$ cat config.mk
export PLATFORM = sky130hd
export DESIGN_NAME = serial_add_ctrl
export DESIGN_NICKNAME = d
export VERILOG_FILES = /design/src/rtl/serial_add_ctrl.sv
export SDC_FILE = /design/constraint.sdc
export NUM_CORES = 1
export LEC_CHECK = 0
export ABC_AREA = 1
export CAP_MARGIN = 20
export CORE_MARGIN = 8
export CORE_UTILIZATION = 40
export CTS_CLUSTER_SIZE = 24
export DETAILED_ROUTE_END_ITERATION = 8
export PLACE_DENSITY_LB_ADDON = 0.25
export SYNTH_ARGS = -nofsm -noshare
export SYNTH_HDL_FRONTEND = slang
export SYNTH_SLANG_ARGS = --single-unit
$ cat constraint.sdc
create_clock -name clk -period 1.2 [get_ports clk]
set_input_delay 0.18 -clock clk [delete_from_list [all_inputs] [get_ports clk]]
set_output_delay 0.18 -clock clk [all_outputs]
set_load 0.1 [all_outputs]
$ cat src/rtl/serial_add_ctrl.sv
// Bit-serial adder sequencer: drives one shared full-adder cell LSB first,
// holding each bit for SETTLE_CYC cycles and carrying Co between bit steps.
module serial_add_ctrl #(
  parameter int WIDTH      = 8,
  parameter int SETTLE_CYC = 4
) (
  input  logic             clk,
  input  logic             reset,
  input  logic             start,
  input  logic [WIDTH-1:0] a,
  input  logic [WIDTH-1:0] b,
  input  logic             ci,
  output logic             busy,
  output logic             done,
  output logic [WIDTH-1:0] sum,
  output logic             co,
  output logic             fa_a,
  output logic             fa_b,
  output logic             fa_ci,
  input  logic             fa_s,
  input  logic             fa_co
);

  localparam int IW = (WIDTH > 1) ? $clog2(WIDTH) : 1;
  localparam int CW = (SETTLE_CYC > 1) ? $clog2(SETTLE_CYC) : 1;

  localparam logic [1:0] IDLE = 2'd0;
  localparam logic [1:0] RUN  = 2'd1;
  localparam logic [1:0] DONE = 2'd2;

  localparam logic [IW-1:0] LAST_IDX = IW'(WIDTH - 1);
  localparam logic [CW-1:0] LAST_CNT = CW'(SETTLE_CYC - 1);

  logic [1:0]       state;
  logic [WIDTH-1:0] a_reg;
  logic [WIDTH-1:0] b_reg;
  logic [IW-1:0]    idx;
  logic [CW-1:0]    cnt;
  logic [IW-1:0]    next_idx;

  assign next_idx = idx + IW'(1);

  // fa_ci doubles as the carry register: during RUN it always holds the carry
  // into the current bit, and it is forced to 0 outside RUN.
  // NOTE: every register here is assigned with <= so all of them update from
  // the same pre-edge values; mixing in blocking assignments would make the
  // result depend on statement order.
  always_ff @(posedge clk) begin
    if (reset) begin
      state <= IDLE;
      busy  <= 1'b0;
      done  <= 1'b0;
      sum   <= '0;
      co    <= 1'b0;
      fa_a  <= 1'b0;
      fa_b  <= 1'b0;
      fa_ci <= 1'b0;
      idx   <= '0;
      cnt   <= '0;
      a_reg <= '0;
      b_reg <= '0;
    end else begin
      done <= 1'b0;
      case (state)
        IDLE: begin
          if (start) begin
            a_reg <= a;
            b_reg <= b;
            idx   <= '0;
            cnt   <= '0;
            sum   <= '0;
            co    <= 1'b0;
            busy  <= 1'b1;
            fa_a  <= a[0];
            fa_b  <= b[0];
            fa_ci <= ci;
            state <= RUN;
          end
        end
        RUN: begin
          if (cnt == LAST_CNT) begin
            sum[idx] <= fa_s;
            cnt      <= '0;
            if (idx == LAST_IDX) begin
              co    <= fa_co;
              done  <= 1'b1;
              fa_a  <= 1'b0;
              fa_b  <= 1'b0;
              fa_ci <= 1'b0;
              state <= DONE;
            end else begin
              // Next bit's operands and carry are launched on the same edge,
              // so the cell inputs change only at window boundaries.
              idx   <= next_idx;
              fa_a  <= a_reg[next_idx];
              fa_b  <= b_reg[next_idx];
              fa_ci <= fa_co;
            end
          end else begin
            cnt <= cnt + CW'(1);
          end
        end
        DONE: begin
          busy  <= 1'b0;
          state <= IDLE;
        end
        default: begin
          busy  <= 1'b0;
          fa_a  <= 1'b0;
          fa_b  <= 1'b0;
          fa_ci <= 1'b0;
          state <= IDLE;
        end
      endcase
    end
  end

endmodule

==> summary.txt <==
Setup path
  – Critical path class: reg2reg
  – Crit. End Element: flip-flop
  – R2R Setup Slk: -0.15 ns
  – Arrival @ worst endpoint: 1.58 ns
  – Reg2reg path depth: 8
  – Critical Path Fanout Max: 4
  – RR Endpoint: fa_b
  – Startpoint types: flip-flop
  – Reg2Reg Launch Point: idx[0]
  – CP Data Required Time: 1.43 ns

CTS
  – Clock Path Buffers: 2
  – Clk Latency, worst-skew pair: 0.30 ns
  – Hold buffer count at cts: 0
  – Clk sink count: 37
  – CTS tree: yes
  – Clock Tree Root: clkbuf_8
  – H-tree depth: 2
  – Clock-pin slew on the worst setup and hold paths: 0.08 ns
  – CTS buffer count: 5

Timing
  – Max Fclk: 0.7409 GHz
  – Slew of the pin with the lowest slew margin: 0.3488 ns
  – Unrepaired setup endpoints after global routing: yes
  – Rel. slew slack: 0.7667
  – Hold Fails Final Rpt: 0
  – Fin worst setup slack: -0.1497 ns
  – Final Cycle Share: 1.125
  – Final min period: 1.350 ns
  – Fin. max-slew vios: 0
  – Final setup fails: 34
  – Fin Clk Skew: 0.007491 ns

Floorplanning
  – Std-Cell Rows: 24
  – Die Y: 82.32 µm
  – Core footprint: 4294 µm²
  – Die width: 82.32 µm
  – Die ar.: 6776 µm²
  – Initial core utilization: 0.4097
  – Io pins: 36

Drt
  – Final ANT Viol Nets: 0
  – Total routed wirelength: 5.741 mm
  – DRC viols: 0
  – DR iter-0 viols: 214
  – Drt via density: 5.287
  – Drt wl/cell: 15.82 µm
  – Total iterations of the first detailed-routing run: 4
  – Vias: 1919

Synth
  – Syn Area/Cell: 7.210 µm²
  – Synth cell types: 25
  – Top_reg_cell synth: dfxtp_1
  – Post-Syn Nets: 269
  – Yosys warning count: 0
  – Async set-or-reset flop fraction in the synthesized netlist: 0
  – Most frequent cell after synthesis: nand2_1
  – Syn Std Cell Area: 1759 µm²
  – Synth top area share: 0.4211
  – Top cells by count, synth: nand2_1 (46), dfxtp_1 (37), a21oi_1 (31), inv_1 (26), o21ai_1 (24)
  – Yosys reg bits: 37
  – Area leader, netlist: dfxtp_1
  – Post-synth EDFFs: 0
  – Post-Syn Instances: 244
  – Post-synthesis sequential area ratio: 0.4211
  – Top post-synthesis cells by area: dfxtp_1 (42%), nand2_1 (9.8%), a21oi_1 (8.8%)

Global route
  – Vias in the first global route: 1720
  – GRT Util Overall: 0.1415
  – First-pass GRT wire length: 7.452 mm
  – Antenna violations before repair: 0
  – GR Overflow Total: 0
  – Largest net degree at the start of global routing: 34

Power and ir drop
  – P_leak: 1.232 nW
  – P per Cell Area: 1072 nW/µm²
  – Pwr Total: 3.216 mW
  – Worst VDD drop: 623.8 µV

Place
  – IO buf count: 35
  – Dpl cell area: 2489 µm²
  – Pre-CTS setup slack: -0.2078 ns
  – Placed cells: 340
  – GPL Wtd Cong: 0.7965
  – Post-DP HPWL: 3.129 mm

Outcome
  – Violated checks: negative setup slack
  – Status: finished, violations left

Cells and area
  – P&R area growth vs syn: 70.55%
  – Nets: 335
  – Final Cell Area: 3000 µm²
  – Finished Core Util: 0.6987
  – Fin cells: 363
  – Number of diodes: 0
  – Fraction of layout cells with a size suffix above 1: 0.4212

Hold path
  – Worst hold path class: reg2reg
  – Hold path start: a_reg[6]
  – Hold path cells: 2
  – Hold endpoint: a_reg[6]

Job
  – Max Cap Viol: 0
-- power by group --
part           internal [mW]  switching [mW]  total, mW
Combinational          0.414           0.482      0.897
Sequential              1.30          0.0380       1.33
Clock                  0.520           0.466      0.985
Total                   2.23           0.986       3.22
-- layout make-up --
type	count	area [µm²]
Multi-Input combinational cell	160	1018
Tap cell	52	65.06
Timing Repair Buffer	74	913.4
Clock buffer	7	96.34
Fill cell	318	1294
Clock inverter	1	5.005
Sequential cell	37	764.5
Inverter	32	137.6
-- critical path, cell delays in order (launching register included) --
cell,delay [ns]
dfxtp_4,0.37
ha_4,0.16
ha_4,0.29
inv_2,0.05
nand3_2,0.08
nand3_2,0.09
nand2_2,0.09
nand2_2,0.05
a21oi_2,0.10
-- stage by stage --
step	TNS, ns	hold slack [ns]
5_1_grt	-5.406	0.4618
2_1_floorplan	-0.03001	0.3288
6_report	-3.050	0.4540
4_1_cts	-0.3776	0.4570
3_5_place_dp	-3.668	0.4445
3_3_place_gp	-2.837	0.4413
-- logic make-up after synthesis --
group                      Yosys count  share of synthesized area
AOI/OAI and AO/OA                   61                     0.1842
and+or+nand+nor                     96                     0.2639
adders and majority gates            3                    0.02134
buffers and inverters               47                     0.1095
DFF                                 37                     0.4211
-- layer usage --
metal	GRT usage	part of all wire	up-vias
met4	0.08421	0.029	0
met2	0.2318	0.50	71
met5	0	0	-
met3	0.03247	0.076	13
li1	-	-	932
met1	0.1651	0.39	903
-- worst max path at each step --
stage | slack, ns | depth (start not counted) | to | from
2_1_floorplan | -0.03 | 2 | co | co
3_5_place_dp | -0.21 | 7 | idx[1] | start
5_1_grt | -0.21 | 8 | fa_b | idx[0]
3_3_place_gp | -0.17 | 7 | idx[1] | start
6_report | -0.15 | 8 | fa_b | idx[0]
4_1_cts | -0.08 | 9 | fa_a | idx[0]
-- what timing repair did --
item	CTS	global route
setup endpoints to repair	19	20
pin swaps	7	14
gates cloned	0	5
gates resized for setup	20	35
setup buffers	3	7
-- cells in the final DEF, fill, tap and decap left out, drive strengths merged --
master / count
nand2: 50
buf: 49
dfxtp: 37
a21oi: 33
inv: 30
o21ai: 27
clkdlybuf4s50: 21
nand3: 19
clkbuf: 11
nor2: 11
nand4: 8
nor3: 7
ha: 3
clkinv: 3
or2: 1
o211ai: 1
No activity file was read; power rests on OpenSTA's default activity.
